**config.mk**
```make
export PLATFORM = sky130hd
export DESIGN_NAME = ahb3lite_sdram_arb
export DESIGN_NICKNAME = d
export VERILOG_FILES = /design/src/rtl/ahb3lite_sdram_arb.sv
export SDC_FILE = /design/constraint.sdc
export NUM_CORES = 1
export LEC_CHECK = 0
export ABC_AREA = 1
export CAP_MARGIN = 20
export CORE_AREA = 2 2 50 98
export DETAILED_ROUTE_END_ITERATION = 8
export DIE_AREA = 0 0 52 100
export PLACE_DENSITY = 0.62
export SLEW_MARGIN = 20
export SYNTH_ARGS = -nofsm -noshare
export SYNTH_HDL_FRONTEND = slang
export SYNTH_SLANG_ARGS = --single-unit
```
**constraint.sdc**
```tcl
create_clock -name HCLK -period 3.2 [get_ports HCLK]
set_input_delay 0.64 -clock HCLK [delete_from_list [all_inputs] [get_ports HCLK]]
set_output_delay 0.64 -clock HCLK [all_outputs]
set_load 0.03 [all_outputs]
```
**src/rtl/ahb3lite_sdram_arb.sv**
```systemverilog
// ---------------------------------------------------------------------------
// ahb3lite_sdram_arb
//   Grants the single SDRAM command engine either to one of AHB_PORTS AHB
//   front-ends (round-robin) or to an auto-refresh cycle. Also owns the
//   refresh interval timer and the postponed-refresh credit counter.
//
// Handshake: a requester raises port_req_i and holds it (level) until it sees
//   its grant_o bit; the engine works on the granted port/refresh and pulses
//   done_i for one cycle when finished. Grants are registered and held until
//   that done_i; done_i while nothing is granted is ignored.
//
// Ports
//   HCLK, HRESETn   clock, asynchronous active-low reset
//   enable_i        SDRAM init done; enables arbitration and refresh timer
//   tref_i          refresh interval in HCLK cycles, 0 disables the timer
//   port_req_i      per-port request level
//   port_lock_i     per-port HMASTLOCK qualifier (keeps a grant across done_i)
//   done_i          engine finished the current grant (1-cycle pulse)
//   grant_o         one-hot port grant
//   grant_ref_o     refresh grant
//   busy_o          any grant active
//   ref_credits_o   pending refresh credits
//   ref_overflow_o  sticky: a refresh tick was lost at MAX_POSTPONE credits
// ---------------------------------------------------------------------------
module ahb3lite_sdram_arb #(
  parameter int AHB_PORTS    = 1,
  parameter int TREF_SIZE    = 16,
  parameter int MAX_POSTPONE = 8
) (
  input  logic                 HCLK,
  input  logic                 HRESETn,
  input  logic                 enable_i,
  input  logic [TREF_SIZE-1:0] tref_i,
  input  logic [AHB_PORTS-1:0] port_req_i,
  input  logic [AHB_PORTS-1:0] port_lock_i,
  input  logic                 done_i,
  output logic [AHB_PORTS-1:0] grant_o,
  output logic                 grant_ref_o,
  output logic                 busy_o,
  output logic [3:0]           ref_credits_o,
  output logic                 ref_overflow_o
);

  localparam int                   PTR_W     = (AHB_PORTS > 1) ? $clog2(AHB_PORTS) : 1;
  localparam logic [3:0]           CRED_MAX  = 4'(MAX_POSTPONE);
  localparam logic [PTR_W-1:0]     PTR_RST   = PTR_W'(AHB_PORTS - 1);
  localparam logic [TREF_SIZE-1:0] TIMER_ONE = TREF_SIZE'(1);

  typedef enum logic [1:0] {
    ST_IDLE    = 2'd0,
    ST_PORT    = 2'd1,
    ST_REFRESH = 2'd2
  } state_t;

  // state_q is the FSM state register; checkers can bind to it directly.
  state_t                 state_q, state_n;
  logic [AHB_PORTS-1:0]   grant_q, grant_n;
  logic                   grant_ref_q, grant_ref_n;
  logic [PTR_W-1:0]       ptr_q, ptr_n;
  logic [TREF_SIZE-1:0]   timer_q;
  logic [3:0]             credits_q;
  logic                   overflow_q;

  logic                   timer_run;
  logic                   ref_tick;
  logic                   ref_done;
  logic                   win_found;
  logic [PTR_W-1:0]       win_idx;
  logic [PTR_W-1:0]       cand;
  logic [AHB_PORTS-1:0]   win_onehot;
  logic                   lock_keep;

  // -------------------------------------------------------------------------
  // Refresh interval timer. Counts tref_i..1; the tick happens on the cycle
  // the count is 1, so ticks are exactly tref_i cycles apart. A zero count
  // (only possible straight after reset) just reloads.
  // -------------------------------------------------------------------------
  assign timer_run = enable_i && (tref_i != '0);
  assign ref_tick  = timer_run && (timer_q == TIMER_ONE);

  always_ff @(posedge HCLK or negedge HRESETn) begin
    if (!HRESETn) begin
      timer_q <= '0;
    end else if (!timer_run || timer_q == '0 || timer_q == TIMER_ONE) begin
      timer_q <= tref_i;
    end else begin
      timer_q <= timer_q - TIMER_ONE;
    end
  end

  // -------------------------------------------------------------------------
  // Refresh credits. A tick and a completed refresh in the same cycle cancel.
  // A tick at full credits is lost and flagged (sticky until reset).
  // -------------------------------------------------------------------------
  assign ref_done = done_i && (state_q == ST_REFRESH);

  always_ff @(posedge HCLK or negedge HRESETn) begin
    if (!HRESETn) begin
      credits_q  <= '0;
      overflow_q <= 1'b0;
    end else if (!enable_i) begin
      credits_q <= '0;
    end else if (ref_tick && !ref_done) begin
      if (credits_q == CRED_MAX) begin
        overflow_q <= 1'b1;
      end else begin
        credits_q <= credits_q + 4'd1;
      end
    end else if (ref_done && !ref_tick && credits_q != '0) begin
      // credits can already be 0 here if enable_i dropped mid-refresh
      credits_q <= credits_q - 4'd1;
    end
  end

  // -------------------------------------------------------------------------
  // Round-robin winner: first requester strictly after the last winner.
  // -------------------------------------------------------------------------
  always_comb begin
    win_found  = 1'b0;
    win_idx    = '0;
    cand       = '0;
    win_onehot = '0;
    for (int i = 1; i <= AHB_PORTS; i++) begin
      cand = PTR_W'((int'(ptr_q) + i) % AHB_PORTS);
      if (!win_found && port_req_i[cand]) begin
        win_found = 1'b1;
        win_idx   = cand;
      end
    end
    win_onehot[win_idx] = 1'b1;
  end

  // A locked port keeps the engine across done_i unless refresh has become
  // urgent; a disabled arbiter never extends a grant.
  assign lock_keep = enable_i
                  && |(port_lock_i & grant_q)
                  && |(port_req_i & grant_q)
                  && (credits_q < CRED_MAX);

  // -------------------------------------------------------------------------
  // Arbitration FSM
  // -------------------------------------------------------------------------
  always_comb begin
    state_n     = state_q;
    grant_n     = grant_q;
    grant_ref_n = grant_ref_q;
    ptr_n       = ptr_q;
    case (state_q)
      ST_IDLE: begin
        if (enable_i) begin
          if (credits_q == CRED_MAX) begin
            state_n     = ST_REFRESH;
            grant_ref_n = 1'b1;
          end else if (win_found) begin
            state_n = ST_PORT;
            grant_n = win_onehot;
            ptr_n   = win_idx;
          end else if (credits_q != '0) begin
            state_n     = ST_REFRESH;
            grant_ref_n = 1'b1;
          end
        end
      end
      ST_PORT: begin
        if (done_i && !lock_keep) begin
          state_n = ST_IDLE;
          grant_n = '0;
        end
      end
      ST_REFRESH: begin
        if (done_i) begin
          state_n     = ST_IDLE;
          grant_ref_n = 1'b0;
        end
      end
      default: begin
        state_n     = ST_IDLE;
        grant_n     = '0;
        grant_ref_n = 1'b0;
      end
    endcase
  end

  always_ff @(posedge HCLK or negedge HRESETn) begin
    if (!HRESETn) begin
      state_q     <= ST_IDLE;
      grant_q     <= '0;
      grant_ref_q <= 1'b0;
      ptr_q       <= PTR_RST;
    end else begin
      state_q     <= state_n;
      grant_q     <= grant_n;
      grant_ref_q <= grant_ref_n;
      ptr_q       <= ptr_n;
    end
  end

  assign grant_o        = grant_q;
  assign grant_ref_o    = grant_ref_q;
  assign busy_o         = (|grant_q) | grant_ref_q;
  assign ref_credits_o  = credits_q;
  assign ref_overflow_o = overflow_q;

endmodule
```
==> Word-level counts from Yosys, hierarchy flattened <==
Index checks and enable logic that the tools add are counted.
{ "word_totals": {"reg_bits": 25, "out_inout_bits": 8, "wordCells": 78} }
{ "op_classes": {"n_addsub": 3, "magnitude_cmp": 1, "n_eq_ne": 14, "mux": 24, "n_bitwise": 5, "n_reduce_logical": 25} }
{ "ops": {"columns": ["op", "n"], "rows": [
  ["16-bit by 1-bit equality test with 1-bit output (second input constant)", 1],
  ["16-bit logical NOT", 1],
  ["16-bit 2-to-1 mux", 1],
  ["4-bit 2-to-1 mux", 4],
  ["16-bit nonzero test", 1],
  ["16-bit by 1-bit subtractor with 16-bit output (second input constant)", 1],
  ["2-bit 2-to-1 mux", 6],
  ["1-bit logical AND", 10],
  ["1-bit 2-to-1 mux", 10],
  ["2-bit != test (second input constant)", 5],
  ["5-bit AND reduction", 2],
  ["3-bit != test (second input constant)", 3],
  ["1-bit one-hot mux with 3 select lines", 2],
  ["2-bit one-hot mux with 3 select lines", 1],
  ["4-bit by 1-bit adder with 4-bit output (second input constant)", 1],
  ["4-bit equality test (second input constant)", 1],
  ["1-bit logical NOT", 4],
  ["4-bit less-than comparator (second input constant)", 1],
  ["4-bit != test (second input constant)", 1],
  ["4-bit AND reduction", 1],
  ["4-bit nonzero test", 1],
  ["4-bit by 1-bit subtractor with 4-bit output (second input constant)", 1],
  ["3-bit by 1-bit != test with 1-bit output (second input constant)", 1],
  ["3-bit AND reduction", 1],
  ["other kinds (8)", 11]
]} }

==> Logic depth before layout (Yosys ltp) <==
Gate-level depths: netlist (run 1).
{ "depth": {"word_depth": 9, "depth_mapped": 16, "depth_no_buf": 16} }

==> Worst setup path after synthesis (run 1) <==
Ideal clock, no wire load.
{ "synth_path": {"path_kind": "input -> register", "startpoint": "input port tref_i[10]", "endpoint": "register credits_q[3], in the netlist ref_credits_o[3]", "t_arrival_ps": 2086, "required_time_ps": 3083, "path_slack_ps": 997, "path_stages": 16, "n_path_buf": 0, "path_cell_list": "nor2_1 -> nand2_1 -> nor2_1 -> nand2_2 -> nand2_2 -> nor2_1 -> nand2_1 -> ha_1 -> a21oi_1 -> nand2_1 -> xor2_1 -> nand3_1 -> nand2_1 -> nor2_1 -> nand2_1 -> nand2_1"} }
{ "synth_via": {"elab_chain_cells": 8, "elab_cells_between_ends": 12, "cone_classes": "eq/ne (2); mux (2); reduce/logical (8)"} }
{ "synth_rtl": {"columns": ["element", "line_no", "rtl"], "rows": [
  ["start, declared", "33", "input logic [TREF_SIZE-1:0] tref_i,"],
  ["16-bit nonzero test *", "78", "assign timer_run = enable_i && (tref_i != '0);"],
  ["1-bit logical AND *", "78", null],
  ["1-bit logical AND *", "79", "assign ref_tick = timer_run && (timer_q == TIMER_ONE);"],
  ["1-bit logical NOT", "109", "end else if (ref_done && !ref_tick && credits_q != '0) begin"],
  ["1-bit logical AND (2 in a row)", "109", null],
  ["3-bit by 1-bit != test with 1-bit output (no line)", null, null],
  ["2-bit AND reduction (no line)", null, null],
  ["end signal, assigned", "107", "credits_q <= credits_q + 4'd1;"],
  ["end signal, assigned", "111", "credits_q <= credits_q - 4'd1;"],
  ["end, declared", "61", "logic [3:0] credits_q;"]
]} }
Every way passes the cells marked *; elsewhere a longest branch is shown, timed or not.
A chain may end at the register's enable or synchronous reset.

==> Final worst setup path (run 1) <==
Ends and elaborated chain as after synthesis.

==> results of run 1 <==
## metal layers
metal	up-vias	part of all wire, %	wire length, µm
met5	-	0	0
met4	0	1.1	38
met3	4	3.3	113
li1	798	-	-
met2	23	50	1733
met1	677	45	1546
## how the worst max path moves through the flow
stage	startpoint	endpoint	slack, ns	cells after the start
after detailed placement	tref_i[10]	ref_credits_o[3]	0.20	17
after floorplan	tref_i[10]	ref_credits_o[3]	1.0	16
after CTS	tref_i[10]	ref_credits_o[3]	0.50	17
after global placement	tref_i[10]	ref_credits_o[3]	0.35	17
final	tref_i[10]	ref_credits_o[3]	0.48	17
after global routing	tref_i[11]	ref_credits_o[3]	0.24	17
## synth_stat cells (all sizes together)
| master | n |
|---|---|
| nand3 | 10 |
| nand4 | 2 |
| nor2 | 39 |
| fa | 1 |
| xnor2 | 2 |
| nand3b | 1 |
| inv | 30 |
| a31oi | 3 |
| a21oi | 5 |
| nand2 | 74 |
| or2 | 2 |
| buf | 3 |
| o21ai | 17 |
| dfrtp | 25 |
| xor2 | 11 |
| a41oi | 1 |
| nor3 | 3 |
| ha | 5 |
## final cells by class
cell class / instances / area, µm²
inverters: 30 / 112.6
fillers: 463 / 2424
repair buffers: 31 / 305.3
clock inverters: 1 / 5.005
multi-input cells: 176 / 928.4
clock buffers: 3 / 41.29
well taps: 55 / 68.82
flip-flops and latches: 25 / 625.6
## critical path, delay by kind of cell
family / cells / cell delay (ns)
XOR/XNOR: 1 / 0.21
buffers and inverters: 1 / 0.47
adder cells (fa/ha/maj): 1 / 0.34
AO/OA/AOI/OAI: 1 / 0.17
AND/OR/NAND/NOR: 13 / 1.05
## state kept, by name (all words and copies together) (netlist names)
| name | flops |
|---|---|
| timer_q | 16 |
| ref_credits_o | 4 |
| state_q | 2 |
| grant_o | 1 |
| grant_ref_o | 1 |
| ref_overflow_o | 1 |
## logic make-up after synthesis
family | Yosys count | synth area share [%]
and+or+nand+nor | 131 | 34.42
buffers and inverters | 33 | 8.272
AOI/OAI and AO/OA | 26 | 8.789
DFF | 25 | 36.93
xor gates and xnor gates | 13 | 6.721
adders and majority gates | 6 | 4.874
## metrics by stage
stage               utilization (%)  hold WS (ns)  worst slack, ns  area (µm²)  power (mW)
finish                        46.27        0.4683           0.4799        2087       1.191
global route                  46.27        0.5020           0.2367        2087       1.286
CTS                           46.27        0.4757           0.4985        2087       1.201
detailed placement            45.24        0.4531           0.2028        2041       1.007
global placement              45.24        0.4467           0.3540        2041      0.9921
floorplan                         -        0.3444           0.9967        1694      0.8235
## power groups by stage
| stage | clock, mW | sequential (mW) | combinational, mW |
|---|---|---|---|
| 2_1_floorplan | 0 | 0.502 | 0.321 |
| 3_3_place_gp | 0 | 0.449 | 0.543 |
| 3_5_place_dp | 0 | 0.452 | 0.555 |
| 4_1_cts | 0.196 | 0.446 | 0.559 |
| 5_1_grt | 0.208 | 0.457 | 0.621 |
| 6_report | 0.189 | 0.445 | 0.557 |
==> run summary, run 1 <==
## Final layout
• share of cells above drive strength 1: 14.29%
• commonest non-fill, non-tap cell in the layout: sky130_fd_sc_hd__nand2_1
• number of standard cells in the final layout excluding fillers: 321
• # diodes: 0
• top library cells by usage in the layout, fill and taps aside: sky130_fd_sc_hd__nand2_1 (64), sky130_fd_sc_hd__nor2_1 (34), sky130_fd_sc_hd__clkdlybuf4s50_1 (29)
• layout overhead on the synthesized area: 23.19%
• layout net count: 295

## Route
• drt wl/cell: 10.69 µm
• per-cell via count in the routed design: 4.679
• via count: 1502
• total length of routed wires: 3432 µm
• total DRC errors in the routed layout: 0
• post-route ant nets: 0
• iteration-0 DRC count of the detailed router: 11
• First-pass DRT Iterations: 2

## Setup path
• Worst setup SP type: primary input
• slowest CP cell: sky130_fd_sc_hd__clkdlybuf4s50_1
• critical path data required time: 3.37 ns
• cells traversed along the worst timing path: clkdlybuf4s50_1, nor2_1, nand2_1, nor2_1, nand2_2, nand2_2, nor2_1, nand2_1, ha_1, a21oi_1, nand2_1, xor2_1, nand3_1, nand2_1, nor2_1, nand2_1, nand2_1
• maximum net fanout on the critical path: 3
• cell depth of the worst flop-to-flop path: 15
• reg2reg end: ref_credits_o[3]
• Critical Path Most Common Cell: sky130_fd_sc_hd__nand2_1
• slowest cell delay on critical path: 0.47 ns
• register-to-register setup slack: 0.69 ns
• endpoint class of the critical path: flip-flop
• Data arrival, critical path: 2.89 ns
• startpoint of the worst register-to-register path: timer_q[8]
• Worst Setup Path Type: primary input to flip-flop

## Clocking
• Num CTS Buffers: 3
• Max clock buf depth: 2
• clock-pin slew reported for the worst setup and hold paths after clock tree synthesis: 0.09 ns
• number of clock sinks: 25
• TritonCTS clock tree: built
• clock root buffer: sky130_fd_sc_hd__clkbuf_8
• buffer count from post-CTS setup fixing: 0
• count of cells resized by post-cts repair: 0
• clock insertion delay at the later pin of the skew report: 0.27 ns
• H-tree depth: 1
• Hold Buf Count CTS: 0

## STA
• fin. max-slew vios: 0
• Period Utilization, post-route: 85.00%
• actual slew at the worst max-slew pin: 0.5021 ns
• Final Hold Violating Endpoints: 0
• Worst slew margin: 66.41%
• achievable frequency: 367.6 MHz
• worst clock skew: 0.004498 ns
• final setup violation count: 0
• setup repair after global routing missed its margin: no
• sum of negative setup slack: 0 ns
• minimum clock period after layout: 2.720 ns

## Global routing
• global-route met1 utilization: 18.63%
• Overall Global Routing Usage: 14.72%
• first-pass GRT wire length: 6009 µm
• number of antenna violations at the first check in global routing: 0
• GR Layer Usage met3: 1.637%
• largest net degree at the start of global routing: 27
• leftover overflow at the end of global routing: 0
• number of global-route vias before repair: 1463
• met2 usage in global routing: 25.12%
• layer with the highest usage after global routing: met2

## Synth
• Synth area leader: sky130_fd_sc_hd__dfrtp_1
• synthesized area per cell: 7.240 µm²
• post-synth top area share: 36.93%
• Area contributors post-synth: sky130_fd_sc_hd__dfrtp_1 (37%), sky130_fd_sc_hd__nand2_1 (14%), sky130_fd_sc_hd__nor2_1 (7.5%)
• synthesized cell area: 1694 µm²
• #FFs+latches synth: 25
• Post-Syn Instances: 234
• total number of yosys warnings: 0
• Post-Synthesis Net Count: 262
• number of unique standard cell types used by synthesis: 28
• sequential cell area fraction in the yosys report: 36.93%

## Hold path
• start point of the worst hold path: ref_overflow_o
• worst hold path endpoint: ref_overflow_o
• Cells on Worst Hold Path: 2
• type of the tightest min-delay check: flip-flop to flip-flop

## Power
• relative contribution of the clock network to total power: 15.9%
• power share of the sequential group: 37.4%
• combinational cell fraction of total power: 46.7%
• peak supply drop: 0.5006 mV
• Internal Dissipation: 0.6980 mW
• power density over the cells: 570.8 nW/µm²
• Net Sw Power: 0.4932 mW
• fraction of power spent switching nets: 41.40%
• leakage power: 0.9983 nW

## Floorplanning
• Ports: 30
• effective utilization at floorplan: 37.56%
• Die Wd: 52 µm
• die height: 100 µm
• standard cell core area: 4511 µm²
• number of standard-cell rows in the floorplan: 35
• die outline area: 5200 µm²

## Placement
• Placer Congestion: 0.7789
• number of cells after detailed placement: 317
• DPL Wire Length: 2703 µm
• # port buffers: 29

## Status
• outcome: completed

## Flow run
• max-cap violation count: 0

Power figures use the tool's default switching activity.
==> run 2: changes to the inputs <==
--- a/config.mk
+++ b/config.mk
@@ -8,6 +8,7 @@
 export ABC_AREA = 1
 export CAP_MARGIN = 20
 export CORE_AREA = 2 2 50 98
+export CTS_BUF_LIST = sky130_fd_sc_hd__clkbuf_4
 export DETAILED_ROUTE_END_ITERATION = 8
 export DIE_AREA = 0 0 52 100
 export PLACE_DENSITY = 0.62
==> run summary, run 2 (synthesis results as in run 1) <==
## Status
• outcome: completed

## STA
• min setup slack post-route: 0.5738 ns, +0.09390 ns
• final setup violation count: 0, unchanged
• Worst slew margin: 66.48%, +0.074 points
• worst clock skew: 0.003065 ns, -0.001433 ns
• Period Utilization, post-route: 82.07%, -2.9 points
• actual slew at the worst max-slew pin: 0.5010 ns, -0.001106 ns
• fin. max-slew vios: 0, unchanged
• minimum clock period after layout: 2.626 ns, -0.09390 ns
• Final Hold Violating Endpoints: 0, unchanged
• achievable frequency: 380.8 MHz, +3.6%
• setup repair after global routing missed its margin: no
• sum of negative setup slack: 0 ns, unchanged

## Route
• total length of routed wires: 3393 µm, -1.1%
• per-cell via count in the routed design: 4.667, -0.27%
• post-route ant nets: 0, unchanged
• iteration-0 DRC count of the detailed router: 9, -2
• via count: 1498, -0.27%
• drt wl/cell: 10.57 µm, -1.1%
• total DRC errors in the routed layout: 0, unchanged
• First-pass DRT Iterations: 4, +2

## Floorplanning
• number of standard-cell rows in the floorplan: 35, unchanged
• Ports: 30, unchanged
• standard cell core area: 4511 µm², unchanged
• die height: 100 µm, unchanged
• Die Wd: 52 µm, unchanged
• effective utilization at floorplan: 37.56%, unchanged
• die outline area: 5200 µm², unchanged

## Power
• power density over the cells: 554.5 nW/µm², -2.9%
• leakage power: 0.9905 nW, -0.78%
• peak supply drop: 0.6304 mV, +26%

## Final layout
• # diodes: 0, unchanged
• layout overhead on the synthesized area: 22.08%
• largest reg by FF count: timer_q
• flip-flop count of the largest register, all copies and words added: 16, unchanged
• share of cells above drive strength 1: 14.29%, unchanged
• commonest non-fill, non-tap cell in the layout: sky130_fd_sc_hd__nand2_1
• layout net count: 295, unchanged
• top library cells by usage in the layout, fill and taps aside: sky130_fd_sc_hd__nand2_1 (64), sky130_fd_sc_hd__nor2_1 (34), sky130_fd_sc_hd__clkdlybuf4s50_1 (29)

## Setup path
• WP buf/inv: 1, unchanged
• Worst setup SP type: primary input
• Critical Path Most Common Cell: sky130_fd_sc_hd__nand2_1
• critical path data required time: 3.44 ns, +0.07 ns
• number of cells on the critical path: 17, unchanged
• Data arrival, critical path: 2.87 ns, -0.02 ns
• cells traversed along the worst timing path: clkdlybuf4s50_1, nor2_1, nand2_1, nor2_1, nand2_2, nand2_2, nor2_1, nand2_1, ha_1, a21oi_1, nand2_1, xor2_1, nand3_1, nand2_1, nor2_1, nand2_1, nand2_1
• register-to-register setup slack: 0.72 ns, +0.03 ns
• slowest cell delay on critical path: 0.47 ns, about the same
• startpoint of the worst register-to-register path: timer_q[8]
• Worst Setup Path Type: primary input to flip-flop
• launching instance or port of the critical path: tref_i[10]
• critical path endpoint: ref_credits_o[3]
• endpoint class of the critical path: flip-flop
• cell family contributing the most delay on the critical path: simple AND/OR/NAND/NOR gates
• reg2reg end: ref_credits_o[3]
• maximum net fanout on the critical path: 3, unchanged
• cell depth of the worst flop-to-flop path: 15, unchanged
• slowest CP cell: sky130_fd_sc_hd__clkdlybuf4s50_1

## Clocking
• Hold Buf Count CTS: 0, unchanged
• clock root buffer: sky130_fd_sc_hd__clkbuf_4
• Max clock buf depth: 2, unchanged
• clock-pin slew reported for the worst setup and hold paths after clock tree synthesis: 0.14 ns, +0.05 ns
• H-tree depth: 1, unchanged
• buffer count from post-CTS setup fixing: 0, unchanged
• clock insertion delay at the later pin of the skew report: 0.33 ns, +0.06 ns
• Num CTS Buffers: 3, unchanged
• count of cells resized by post-cts repair: 0, unchanged
• TritonCTS clock tree: built
• number of clock sinks: 25, unchanged

## Global routing
• layer with the highest usage after global routing: met2
• first-pass GRT wire length: 6058 µm, +0.82%
• largest net degree at the start of global routing: 27, unchanged
• number of global-route vias before repair: 1471, +0.55%
• GR Layer Usage met3: 1.637%, unchanged
• Overall Global Routing Usage: 14.87%, +0.15 points
• number of antenna violations at the first check in global routing: 0, unchanged
• met2 usage in global routing: 25.22%, +0.097 points
• global-route met1 utilization: 18.73%, +0.095 points
• leftover overflow at the end of global routing: 0, unchanged

## Placement
• # port buffers: 29, unchanged
• pre-CTS worst setup slack: 0.2028 ns, unchanged
• DPL Wire Length: 2703 µm, unchanged
• Placer Congestion: 0.7789, unchanged

## Hold path
• start point of the worst hold path: ref_overflow_o
• type of the tightest min-delay check: flip-flop to flip-flop

## Flow run
• max-cap violation count: 0, unchanged

## run 2: metrics by stage
step           power [mW]  cell area, µm²  hold WS [ns]  util (%)  instances
3_3_place_gp       0.9921            2041        0.4467     45.24        317
6_report            1.147            2068        0.4801     45.85        321
5_1_grt             1.244            2068        0.5141     45.85        321
3_5_place_dp        1.007            2041        0.4531     45.24        317
2_1_floorplan      0.8235            1694        0.3444         -        234
4_1_cts             1.160            2068        0.4876     45.85        321
## run 2: metal layers
layer	up-vias	wire length [µm]
met5	-	0
met4	0	59
met3	5	115
met2	24	1708
met1	670	1510
li1	799	-
## run 2: worst min-delay path by stage
stage / endpoint / slack [ns] / cells past startpoint
after global placement: ref_overflow_o / 0.45 / 2
after detailed placement: ref_overflow_o / 0.45 / 2
final: ref_overflow_o / 0.48 / 2
after CTS: ref_overflow_o / 0.49 / 2
after global routing: ref_overflow_o / 0.51 / 2
after floorplan: grant_o / 0.34 / 0
## run 2: worst reg2reg max path: cells and delay by family, from the launching register on
kind / cells / cell delay (ns)
fa+ha+maj: 1 / 0.34
flops: 1 / 0.41
simple gates: 12 / 1.28
xor+xnor: 1 / 0.19
compound gates: 1 / 0.17
## run 2: power by group
group	internal [mW]	total, mW	switching, mW
sequential	0.382	0.445	0.0628
combinational	0.229	0.554	0.325
clock	0.0470	0.149	0.102
total	0.657	1.15	0.489
## run 2: final cells by class
class                           instances  area, µm²
Clock buffer                            3      22.52
Clock inverter                          1      5.005
Timing Repair Buffer                   31      305.3
Multi-Input combinational cell        176      928.4
Sequential cell                        25      625.6
Tap cell                               55      68.82
Inverter                               30      112.6
Fill cell                             470       2442
==> run 3: changes to the inputs <==
--- a/config.mk
+++ b/config.mk
@@ -11,7 +11,7 @@
 export CTS_BUF_LIST = sky130_fd_sc_hd__clkbuf_4
 export DETAILED_ROUTE_END_ITERATION = 8
 export DIE_AREA = 0 0 52 100
-export PLACE_DENSITY = 0.62
+export PLACE_DENSITY = 0.64
 export SLEW_MARGIN = 20
 export SYNTH_ARGS = -nofsm -noshare
 export SYNTH_HDL_FRONTEND = slang
==> constraint.sdc (replaced) <==
create_clock -name HCLK -period 2.2 [get_ports HCLK]
set_input_delay 0.44 -clock HCLK [delete_from_list [all_inputs] [get_ports HCLK]]
set_output_delay 0.44 -clock HCLK [all_outputs]
set_load 0.03 [all_outputs]
==> run summary, run 3 (synthesis results as in run 1) <==
## Status
• outcome: completed

## Final layout
• largest reg by FF count: timer_q
• storage element area: 625.6 µm², unchanged
• filler instances: 439, -6.6%
• share of cells above drive strength 1: 25.00%, +11 points
• flip-flop count of the largest register, all copies and words added: 16, unchanged
• area of combinational cells with multiple inputs: 994.7 µm², +7.1%
• layout overhead on the synthesized area: 37.37%
• layout net count: 317, +7.5%
• top library cells by usage in the layout, fill and taps aside: sky130_fd_sc_hd__nand2_1 (63), sky130_fd_sc_hd__nor2_1 (27), sky130_fd_sc_hd__dfrtp_1 (25)
• # diodes: 0, unchanged
• commonest non-fill, non-tap cell in the layout: sky130_fd_sc_hd__nand2_1
• Final Cell Area: 2327 µm², +13%

## Route
• via count: 1608, +7.3%
• drt wl/cell: 11.22 µm, +6.2%
• post-route ant nets: 0, unchanged
• per-cell via count in the routed design: 4.688, +0.46%
• total length of routed wires: 3849 µm, +13%
• iteration-0 DRC count of the detailed router: 27, +18
• First-pass DRT Iterations: 4, unchanged
• total DRC errors in the routed layout: 0, unchanged

## Clocking
• H-tree depth: 1, unchanged
• clock root buffer: sky130_fd_sc_hd__clkbuf_4
• Max clock buf depth: 2, unchanged
• clock insertion delay at the later pin of the skew report: 0.32 ns, about the same
• number of clock sinks: 25, unchanged
• clock-pin slew reported for the worst setup and hold paths after clock tree synthesis: 0.14 ns, about the same
• Num CTS Buffers: 3, unchanged
• TritonCTS clock tree: built

## Floorplanning
• die outline area: 5200 µm², unchanged
• die height: 100 µm, unchanged
• Die Wd: 52 µm, unchanged
• number of standard-cell rows in the floorplan: 35, unchanged
• standard cell core area: 4511 µm², unchanged
• effective utilization at floorplan: 37.56%, unchanged
• Ports: 30, unchanged

## Global routing
• Overall Global Routing Usage: 16.18%, +1.3 points
• largest net degree at the start of global routing: 26, -3.7%
• first-pass GRT wire length: 6603 µm, +9.0%
• number of antenna violations at the first check in global routing: 0, unchanged
• leftover overflow at the end of global routing: 0, unchanged
• number of global-route vias before repair: 1656, +13%

## STA
• minimum clock period after layout: 2.195 ns
• worst clock skew: 0.005529 ns, +0.002464 ns
• Period Utilization, post-route: 99.78%
• actual slew at the worst max-slew pin: 0.3252 ns, -0.1758 ns
• tightest hold margin: 0.3559 ns, -0.1242 ns
• setup repair after global routing missed its margin: yes
• Final Hold Violating Endpoints: 0, unchanged
• achievable frequency: 455.5 MHz
• final setup violation count: 0, unchanged
• fin. max-slew vios: 0, unchanged
• Worst slew margin: 78.32%, +12 points

## Setup path
• endpoint class of the critical path: flip-flop
• Worst Setup Path Type: primary input to flip-flop
• maximum net fanout on the critical path: 3, unchanged
• Data arrival, critical path: 2.42 ns, -0.45 ns
• critical path data required time: 2.43 ns, -1.01 ns
• Worst setup SP type: primary input

## Power
• peak supply drop: 0.8599 mV, +36%
• power density over the cells: 759.3 nW/µm², +37%
• leakage power: 1.194 nW, +21%

## Placement
• # port buffers: 29, unchanged
• DPL Wire Length: 2949 µm, +9.1%
• Placer Congestion: 0.8084, +3.8%
• placed instance area: 2198 µm², +7.7%

## Hold path
• type of the tightest min-delay check: primary input to flip-flop

## Flow run
• max-cap violation count: 0, unchanged

## run 3: timing repair
item / in CTS / in global routing
pin swaps: 6 / 16
buffers inserted: 1 / 0
setup endpoints to repair: 2 / 3
resized for setup: 6 / 20
hold buffers: 0 / 0
## run 3: power breakdown
part,internal [mW],switching [mW]
logic,0.392,0.507
registers,0.556,0.0915
clock network,0.0833,0.137
## run 3: per-stage QoR
step / power (mW) / setup slack (ns) / cells / util (%) / setup TNS [ns]
after floorplan: 1.198 / 0.08427 / 234 / - / 0
after global placement: 1.492 / -0.3890 / 338 / 48.74 / -0.8291
after detailed placement: 1.520 / -0.5728 / 338 / 48.74 / -1.228
after CTS: 1.778 / 0.004054 / 343 / 50.21 / 0
after global routing: 1.906 / -0.09114 / 343 / 51.60 / -0.09114
final: 1.767 / 0.004750 / 343 / 51.60 / 0
## run 3: final cells by class
class	instances	area share [%]
Clock buffer	4	1.290
Inverter	30	4.839
Multi-Input combinational cell	176	42.74
Sequential cell	25	26.88
Tap cell	55	2.957
Timing Repair Buffer	53	21.29
## run 3: final timing paths
check	start	endpoint	slack, ns	cells past startpoint
min in group asynchronous	HRESETn	timer_q[12]	0.46	2
min	tref_i[4]	timer_q[4]	0.36	3
max reg2reg	timer_q[12]	ref_credits_o[3]	0.03	15
min reg2reg	ref_overflow_o	ref_overflow_o	0.48	2
max	tref_i[8]	ref_credits_o[3]	0.005	17
max in group asynchronous	HRESETn	timer_q[2]	1.49	2
## run 3: routing by layer
metal	track usage [%]	up-vias	routed length, µm
li1	-	834	-
met3	1.786	7	118
met2	29.70	29	2070
met5	0	-	0
met1	18.42	738	1575
met4	5.870	0	85
## run 3: worst max-delay path, cell delays in order
cell and delay, ns:
sky130_fd_sc_hd__clkdlybuf4s50_1 0.48, sky130_fd_sc_hd__nor2_1 0.05, sky130_fd_sc_hd__nand2_1 0.12, sky130_fd_sc_hd__nor2_2 0.05
sky130_fd_sc_hd__nand2_2 0.08, sky130_fd_sc_hd__nand2_4 0.06, sky130_fd_sc_hd__nor2_4 0.12, sky130_fd_sc_hd__nand2_4 0.08
sky130_fd_sc_hd__ha_4 0.28, sky130_fd_sc_hd__nand3_1 0.07, sky130_fd_sc_hd__nand2_1 0.08, sky130_fd_sc_hd__xor2_1 0.20
sky130_fd_sc_hd__nand3_1 0.10, sky130_fd_sc_hd__nand2_1 0.06, sky130_fd_sc_hd__nor2_1 0.03, sky130_fd_sc_hd__nand2_1 0.06
sky130_fd_sc_hd__nand2_1 0.05
